## config.mk

```make
export PLATFORM = sky130hd
export DESIGN_NAME = uart_tx_unit
export DESIGN_NICKNAME = d
export VERILOG_FILES = /design/src/rtl/uart_tx_unit.sv
export SDC_FILE = /design/constraint.sdc
export NUM_CORES = 1
export LEC_CHECK = 0
export CAP_MARGIN = 10
export CORE_UTILIZATION = 60
export DETAILED_ROUTE_END_ITERATION = 10
export PLACE_DENSITY_LB_ADDON = 0.1
export SYNTH_ARGS = -nofsm -noshare
export SYNTH_HDL_FRONTEND = slang
export SYNTH_SLANG_ARGS = --single-unit
```

## constraint.sdc

```tcl
create_clock -name Clock -period 5 [get_ports Clock]
set_input_delay 1 -clock Clock [delete_from_list [all_inputs] [get_ports Clock]]
set_output_delay 1 -clock Clock [all_outputs]
set_load 0.05 [all_outputs]
```

## src/rtl/uart_tx_unit.sv

```systemverilog
// UART transmitter: 11-bit frame (start, 8 data LSB first, parity slot, stop)
// with per-frame latched parity mode and bit rate.
module uart_tx_unit #(
    parameter int CLOCK_HZ = 50000000
) (
    input  logic       Clock,
    input  logic       Reset,
    input  logic       Send,
    input  logic [7:0] DataIn,
    input  logic [1:0] ParityType,
    input  logic [1:0] BaudRate,
    output logic       DataTx,
    output logic       Busy,
    output logic       Done
);

    localparam logic [14:0] DIV2400  = 15'(CLOCK_HZ / 2400);
    localparam logic [14:0] DIV4800  = 15'(CLOCK_HZ / 4800);
    localparam logic [14:0] DIV9600  = 15'(CLOCK_HZ / 9600);
    localparam logic [14:0] DIV19200 = 15'(CLOCK_HZ / 19200);

    typedef enum logic [2:0] {IDLE, START, DATA, PARITY, STOP} txState_t;

    txState_t    state, nextState;
    logic [14:0] bitCnt;
    logic [14:0] divReg;
    logic [14:0] divSel;
    logic [2:0]  bitIdx;
    logic [7:0]  shiftReg;
    logic        parityReg;
    logic        parityCalc;
    logic        accept;
    logic        bitEnd;
    logic        txNext;

    always_comb begin
        divSel = DIV2400;
        case (BaudRate)
            2'b00:   divSel = DIV2400;
            2'b01:   divSel = DIV4800;
            2'b10:   divSel = DIV9600;
            default: divSel = DIV19200;
        endcase
    end

    always_comb begin
        parityCalc = 1'b1;
        case (ParityType)
            2'b01:   parityCalc = ~^DataIn;
            2'b10:   parityCalc = ^DataIn;
            default: parityCalc = 1'b1;
        endcase
    end

    assign accept = (state == IDLE) && Send;
    assign bitEnd = (state != IDLE) && (bitCnt == divReg - 15'd1);

    always_comb begin
        Busy = (state != IDLE);
    end

    // Line value is computed for the state being entered so DataTx can be a register.
    always_comb begin
        nextState = state;
        txNext    = 1'b1;
        case (state)
            IDLE:    if (accept) nextState = START;
            START:   if (bitEnd) nextState = DATA;
            DATA:    if (bitEnd && bitIdx == 3'd7) nextState = PARITY;
            PARITY:  if (bitEnd) nextState = STOP;
            STOP:    if (bitEnd) nextState = IDLE;
            default: nextState = IDLE;
        endcase
        case (nextState)
            IDLE:    txNext = 1'b1;
            START:   txNext = 1'b0;
            DATA:    txNext = (state == DATA && bitEnd) ? shiftReg[1] : shiftReg[0];
            PARITY:  txNext = parityReg;
            STOP:    txNext = 1'b1;
            default: txNext = 1'b1;
        endcase
    end

    always_ff @(posedge Clock) begin
        if (Reset) begin
            state     <= IDLE;
            bitCnt    <= '0;
            bitIdx    <= '0;
            divReg    <= '0;
            shiftReg  <= '0;
            parityReg <= 1'b1;
            DataTx    <= 1'b1;
            Done      <= 1'b0;
        end else begin
            state  <= nextState;
            DataTx <= txNext;
            Done   <= (state == STOP) && bitEnd;
            if (accept) begin
                shiftReg  <= DataIn;
                parityReg <= parityCalc;
                divReg    <= divSel;
                bitIdx    <= '0;
                bitCnt    <= '0;
            end else if (state != IDLE) begin
                bitCnt <= bitEnd ? '0 : bitCnt + 15'd1;
                if (state == DATA && bitEnd) begin
                    shiftReg <= {1'b0, shiftReg[7:1]};
                    bitIdx   <= bitIdx + 3'd1;
                end
            end
        end
    end

endmodule
```

Yosys cells after proc, flatten, opt, wreduce, memory -nomap -nowiden --
Index checks and enable logic that the tools add are counted.
Storage, ports and cells: output and inout bits 3, bits in writable memories 0, ROM bits 0, bits of input ports 15, memories 0, bits in latches 0, logic and storage cells 53, bits in registers 47
Cells by class: multiply operators 0, shifts and indexed selects 0, reductions and logical operators 15, muxes and demuxes 14, magnitude comparators 0, eq/ne operators 13, bitwise gates (word level) 0, add/subtract/negate cells 3, divide/modulo/power cells 0
Operator list (number):
- 15-bit one-hot mux with 3 select lines | 1
- 8-bit 2-to-1 mux | 3
- 15-bit by 1-bit adder with 15-bit output, second input constant | 1
- 15-bit equality test | 1
- 15-bit 2-to-1 mux | 1
- 3-bit 2-to-1 mux | 5
- 3-bit one-hot mux with 5 select lines | 1
- 15-bit by 1-bit subtractor with 15-bit output, second input constant | 1
- 3-bit by 2-bit equality test with 1-bit output, second input constant | 4
- 8-bit XNOR reduction | 1
- 8-bit XOR reduction | 1
- 3-bit by 1-bit equality test with 1-bit output, second input constant | 2
- 3-bit equality test, second input constant | 2
- 1-bit logical AND | 5
- 2-bit by 1-bit equality test with 1-bit output, second input constant | 2
- 2-bit equality test, second input constant | 2
- 2-bit AND reduction | 2
- 2-bit nonzero test | 2
- 3-bit by 1-bit adder with 3-bit output, second input constant | 1
- 3-bit logical NOT | 1
- 1-bit one-hot mux with 3 select lines | 1
- 3-bit nonzero test | 1
- 2-bit logical NOT | 1
- 1-bit one-hot mux with 2 select lines | 1
- other kinds (2) | 2

Longest topological paths before layout --
Gate-level depths: netlist of run 1.
depth in word-level cells 8, gate-level depth with buffers 12, depth with buffers taken out 10

Least setup slack after synthesis of run 1 --
Ideal clock, no wire load.
path kind flip-flop to flip-flop, from reg divReg[8], to reg shiftReg[1], setup slack 2.313 ns, period minus slack after synthesis 2.687 ns, data required time 4.863 ns, stages on the path, launching flop included 13, arrival time 2.549 ns, setup time 0.137 ns, path buffers 2, cell sequence dfxtp_1 buf_2 inv_1 ha_1 nor4b_1 nand2_1 xnor2_1 and4b_1 and4bb_1 nor4b_4 buf_6 mux2i_1 a211oi_1
Between the ends: cells in the longest elaborated chain, start to end 6
RTL lines:
- start: declaration | line 26 | logic [14:0] divReg;
- start signal: assignment | line 101 | divReg <= divSel;
- 15-bit by 1-bit subtractor with 15-bit output | line 56 | assign bitEnd = (state != IDLE) && (bitCnt == divReg - 15'd1);
- 15-bit equality test | line 56
- 1-bit logical AND | line 56
- 1-bit logical AND | line 106 | if (state == DATA && bitEnd) begin
- 2-bit nonzero test (no line)
- 2-bit AND reduction (no line)
- end signal: assignment | line 99 | shiftReg <= DataIn;
- end signal: assignment | line 107 | shiftReg <= {1'b0, shiftReg[7:1]};
- end: declaration | line 29 | logic [7:0] shiftReg;
Every way passes these cells. A chain may end at the register's enable or synchronous reset.

Worst setup path after layout of run 1 --
from reg state[0], to out Busy
Between the ends: cells in the longest elaborated chain, start to end 1
RTL lines:
- start: declaration | line 24 | txState_t state, nextState;
- start signal: assignment | line 95 | state <= nextState;
- 3-bit nonzero test | line 59 | Busy = (state != IDLE);
- end: declaration | line 13 | output logic Busy,
Every way passes these cells.

==> run metrics, run 1 <==
Die Height=about 66 µm; Fin Hold WS=approximately 490 ps; unrepaired setup endpoints after global routing=no; area of the core=3770 µm²; commonest non-fill, non-tap cells in the layout=41 x dfxtp_1, 34 x nor2_1, 26 x nand2_1; fraction of layout cells with a size suffix above 1=under 10%; synthesized area per cell=around 8.5 µm²; gr usage total=approximately 24%; Switching Share=between 20 and 30%; latest clock arrival within the worst-skew pair=between 200 and 300 ps; largest net degree at the start of global routing=28; internal reg-to-reg setup slack=approximately 1700 ps; Post-Place Cell Area=2590 µm²; CTS tree=yes; initial antenna violation count=0; Worst Tran Pin Value=between 800 and 900 ps; Psw=approximately 0.19 mW; asr flop ratio synth=0%; fin nets=roughly 320; Critical Path AT=about 2400 ps; number of global-route vias before repair=1751; global-route wire length before repair=between 7000 and 8000 µm; antenna-violating nets left=0; TritonRoute pass-1 iters=4; H-tree depth=2; Hold Buf Count CTS=0; CP required=4000 ps; Power Total=between 0.6 and 0.7 mW; total grt overflow=0; Synth cell types=52; buffers and inverters on the worst path=2; WL final=about 4600 µm; IO Port Bufs=17; worst hold path type=reg -> reg; sequential share of power=51.4%; post-route cell area=about 2700 µm²; P_leak=between 0.9 and 1 nW; cts repair resizes=0; DP HPWL=between 3000 and 4000 µm; #FFs+latches synth=slightly above 40; Setup Skew=8.59 ps; Clk pwr share=30.6%; Worst setup EP type=output port; CP delay by family, top=buffers and inverters; Routed wire per std cell=about 13 µm; Internal=around 0.50 mW; Max Root-Sink Buffers=2; max cap viols=0; DR vias=1965; worst-path maximum fanout=8; status=complete, no violations; IO Pins=18; Setup TNS=0 ps; commonest non-fill, non-tap cell in the layout=dfxtp_1; # setup viols final=0; Initial Utilization=roughly 64%; DRT iter0 DRCs=roughly 110; CP peak stage delay=roughly 800 ps; DRC Markers=0; Slew HR=43.5%; Clock Sink Count=41; pwr dens=roughly 260 nW/µm²; number of buffers created by CTS=5; Peak VDD IR=0.219 mV; n_diodes=0; clock root cell=clkbuf_8; post-layout min period=between 3000 and 4000 ps; Comb pwr share=around 18%; Worst setup SP type=flop; Die Span X=between 60 and 70 µm; slowest stage cell, crit path=clkdlybuf4s50_1; number of flops mapped to enable cells by yosys=0; Mapped Area=2430 µm²; synth-to-layout area growth=10.4%; full die area=roughly 4300 µm²; via-per-instance ratio=between 5 and 6; final cycle utilization of the critical path=68.3%; Seq/Total Area, Yosys=between 30% and 40%; final hold vios=0; Slew Limit Fails=0; Mapped Nets=about 310; Post-CTS Setup Inserts=0; Cell Rows=22; fmax=just under 300 MHz; type of the worst setup path=reg -> out; placer congestion estimate=around 0.94; Synth Instances=286; prevailing post-synth register cell=dfxtp_1; Reg clk slew, reported paths=~80 ps; Ys Warns=0; crit path cell chain=nor3_1 > clkinv_1 > clkdlybuf4s50_1
==> registers in the layout, summed over array words and instances, names as in the netlist <==
signal / flops
divReg: 9
shiftReg: 8
Done: 1
bitIdx: 3
parityReg: 1
state: 3
bitCnt: 15
DataTx: 1
==> power by group through the flow <==
stage | clock network, mW | logic [mW] | registers (mW)
floorplan | 0 | 0.0970 | 0.355
global placement | 0 | 0.122 | 0.362
detailed placement | 0 | 0.125 | 0.362
CTS | 0.217 | 0.125 | 0.355
global route | 0.228 | 0.138 | 0.357
finish | 0.211 | 0.124 | 0.355
==> cell usage after synthesis (5+ instances only) <==
master / instances / area [µm²]
clkbuf_1: 11 / 41.3
xor2_1: 13 / 114
nand2_1: 26 / 97.6
nor2_1: 34 / 128
nand3_1: 8 / 40.0
dfxtp_1: 41 / 821
inv_1: 12 / 45.0
nand4_1: 5 / 31.3
mux2i_1: 13 / 130
a211oi_1: 8 / 60.1
a21oi_1: 11 / 55.1
xnor2_1: 20 / 175
nor3_1: 13 / 65.1
ha_1: 11 / 138
==> cell type report <==
| cell class | count | area [µm²] |
|---|---|---|
| multi-input combinational | 216 | 1490 |
| fill | 310 | 1090 |
| sequential | 41 | 821 |
| timing repair buffer | 18 | 178 |
| clock buffer | 6 | 72.6 |
| tap | 48 | 60.1 |
| inverter | 13 | 48.8 |
| clock inverter | 2 | 15.0 |
==> final timing paths <==
check                end         from  cells after the start
min reg2reg  shiftReg[7]  shiftReg[7]                      2
max                 Busy     state[0]                      3
max reg2reg  shiftReg[6]    divReg[8]                     10
min          shiftReg[7]  shiftReg[7]                      2
==> metrics by stage <==
stage / worst slack (ps) / instances / utilization [%]
floorplan: 2310 / 286 / -
global placement: 1790 / 336 / 68.7
detailed placement: 1700 / 336 / 68.7
CTS: 1560 / 344 / 71.1
global route: 1300 / 344 / 71.1
finish: 1580 / 344 / 71.1
==> metal layers <==
layer | vias up | share of wire [%] | track usage (%)
li1 | 1019 | - | -
met1 | 902 | 52 | 33.8
met2 | 34 | 42 | 35.1
met3 | 10 | 3.8 | 4.69
met4 | 0 | 2.1 | 10.6
met5 | - | 0 | 0
==> worst register-to-register path: stages (launching register included) <==
cell      delay, ps
dfxtp_1         440
inv_1           130
ha_1            310
nor4b_1         410
nand2_1         120
xnor2_1         200
and4b_1         200
and4bb_1        240
nor4b_4         710
mux2i_1         180
a211oi_1        260
==> logic make-up (layout without fill, tap and decap cells) <==
group	after synthesis	in the layout	share of synthesized area [%]
AND/OR/NAND/NOR	119	119	26.7
flip-flops	41	41	33.8
AO/OA/AOI/OAI	39	39	11.0
XOR/XNOR	33	33	11.9
buffers and inverters	29	39	5.05
multiplexers	14	14	5.82
adder cells (fa/ha/maj)	11	11	5.67
Power figures use the tool's default switching activity.
==> run 2, diff against run 1 <==
- CORE_UTILIZATION: 60 -> 58
- clock period: 5 -> 3.4 ns (I/O delays scaled with it)
==> run 2 against run 1 <==
  * Setup slack got worse by 1200 ps
  * Wire length rose by 3.8%
  * Design area rose by 1.8%
  * Sequential share of layout area fell by 0.55 points
  * Highest routed layer unchanged
  * Core utilization fell by 2.8 points
  * First-iteration DRC count rose by 10%
  * Sequential power rose by 47%
  * Count of clock-buffer cells in the layout fell by 1
  * Die area rose by 3.3%
  * Non-clock buffer count rose by 4
  * Critical path depth rose by 8
==> run metrics, run 2 (synthesis gave the netlist of run 1 again) <==
pwr dens=400 nW/µm² (+55%); Worst setup EP type=flop; fill cell total of the finished layout=368 (+19%); global-route track usage on met1=35.6% (+1.8 points); Worst Tran Pin Value=766 ps (-77.6 ps); crit path cell chain=inv_1 > ha_1 > nor4b_1 > nand2_1 > xnor2_1 > and4b_1 > and4bb_1 > nor4b_4 > buf_4 > mux2i_1 > a211oi_1; Initial Utilization=60.7% (-3.7 points); # setup viols final=0 (unchanged); met2 usage=34.5% (-0.61 points); worst hold path type=reg -> reg; Final Util=68.2% (-2.8 points); final cycle utilization of the critical path=between 80% and 90%; type of the worst setup path=reg -> reg; antenna-violating nets left=0 (unchanged); latest clock arrival within the worst-skew pair=300 ps (about the same); via-per-instance ratio=5.73 (+0.32%); Reg clk slew, reported paths=80 ps (about the same); total grt overflow=0 (unchanged); TritonRoute pass-1 iters=4 (unchanged); Peak VDD IR=0.256 mV (+17%); P_leak=0.997 nW (+3.8%); cts repair resizes=0 (unchanged); GRT busiest layer=met1; full die area=4450 µm² (+3.3%); Worst setup SP type=flop; status=complete, no violations; synth-to-layout area growth=12.4%; final hold vios=0 (unchanged); IO Port Bufs=17 (unchanged); max FFs per register=15 (unchanged); area of the core=4000 µm² (+6.1%); Setup TNS=0 ps (unchanged); largest net degree at the start of global routing=28 (unchanged); Die Span X=66.7 µm (+1.7%); CP required=3540 ps (-460 ps); Post-CTS Setup Inserts=0 (unchanged); clock root cell=clkbuf_8; post-layout min period=3000 ps; placer congestion estimate=0.940 (-0.41%); Largest Register=bitCnt; CP peak stage delay=440 ps (-360 ps); slowest stage cell, crit path=dfxtp_1; number of buffers created by CTS=5 (unchanged); Critical Path AT=3140 ps (+720 ps); Cell Rows=23 (+4.5%); WL final=4810 µm (+3.8%); Clock Sink Count=41 (unchanged); DRC Markers=0 (unchanged); commonest non-fill, non-tap cells in the layout=41 x dfxtp_1, 34 x nor2_1, 26 x nand2_1; IO Pins=18 (unchanged); Slew Limit Fails=0 (unchanged); fraction of layout cells with a size suffix above 1=6.02% (+1.3 points); H-tree depth=2 (unchanged); Top Registers=bitCnt x15, divReg x9, shiftReg x8; initial antenna violation count=0 (unchanged); fin nets=325 (+1.2%); DR vias=2000 (+1.8%); commonest non-fill, non-tap cell in the layout=dfxtp_1; fmax=between 300 and 400 MHz; worst-path maximum fanout=11 (+3); Slew HR=48.8% (+5.3 points); Hold Buf Count CTS=0 (unchanged); Setup Skew=6.12 ps (-2.48 ps); gr usage total=24.8% (+0.79 points); Fin Hold WS=484 ps (-5.03 ps); Routed wire per std cell=13.8 µm (+2.3%); max cap viols=0 (unchanged); Power Total=1.09 mW (+58%); n_diodes=0 (unchanged); global-route wire length before repair=8300 µm (+4.5%); met3 GRT Util=6.68% (+2.0 points); number of global-route vias before repair=1746 (-0.29%); Max Root-Sink Buffers=2 (unchanged); CTS tree=yes; DP HPWL=3580 µm (+2.6%); unrepaired setup endpoints after global routing=no; Die Height=66.7 µm (+1.7%); DRT iter0 DRCs=118 (+10%)
## run 2: per-stage QoR
step | cell area, µm² | cells | worst slack [ps]
floorplan | 2430 | 286 | 713
global placement | 2630 | 342 | 559
detailed placement | 2630 | 342 | 423
CTS | 2730 | 349 | 417
global route | 2730 | 349 | 86.3
finish | 2730 | 349 | 403
## run 2: cell type report
cell class | count | area, µm² | area share, %
Multi-Input combinational cell | 216 | 1490 | 54.4
Sequential cell | 41 | 821 | 30.1
Clock inverter | 2 | 35.0 | 1.28
Clock buffer | 5 | 68.8 | 2.52
Tap cell | 50 | 62.6 | 2.29
Inverter | 13 | 48.8 | 1.79
Timing Repair Buffer | 22 | 208 | 7.61
## run 2: worst paths after layout
path	start	end	slack [ps]	depth (start not counted)
setup / recovery	divReg[8]	shiftReg[1]	400	11
hold / removal	shiftReg[7]	shiftReg[7]	480	2
setup reg to reg	divReg[8]	shiftReg[1]	400	11
hold reg to reg	shiftReg[7]	shiftReg[7]	480	2
## run 2: where the power goes
group          internal [mW]  switching [mW]
sequential             0.498          0.0239
clock                  0.213           0.165
combinational         0.0918          0.0981
total                  0.803           0.287
## run 2: per-layer routing
| layer | wire length, µm | up-vias | share of wire [%] |
|---|---|---|---|
| met2 | 2030 | 42 | 42 |
| li1 | - | 1024 | - |
| met4 | 99 | 0 | 2.1 |
| met5 | 0 | - | 0 |
| met1 | 2420 | 923 | 50 |
| met3 | 253 | 11 | 5.3 |
## run 2: worst max-delay path, delay by kind of cell, from the launching register on
| kind | cells | cell delay (ps) |
|---|---|---|
| flops | 1 | 440 |
| simple gates | 5 | 1180 |
| mux | 1 | 210 |
| fa+ha+maj | 1 | 310 |
| xor+xnor | 1 | 220 |
| buf+inv | 2 | 390 |
| compound gates | 1 | 80 |
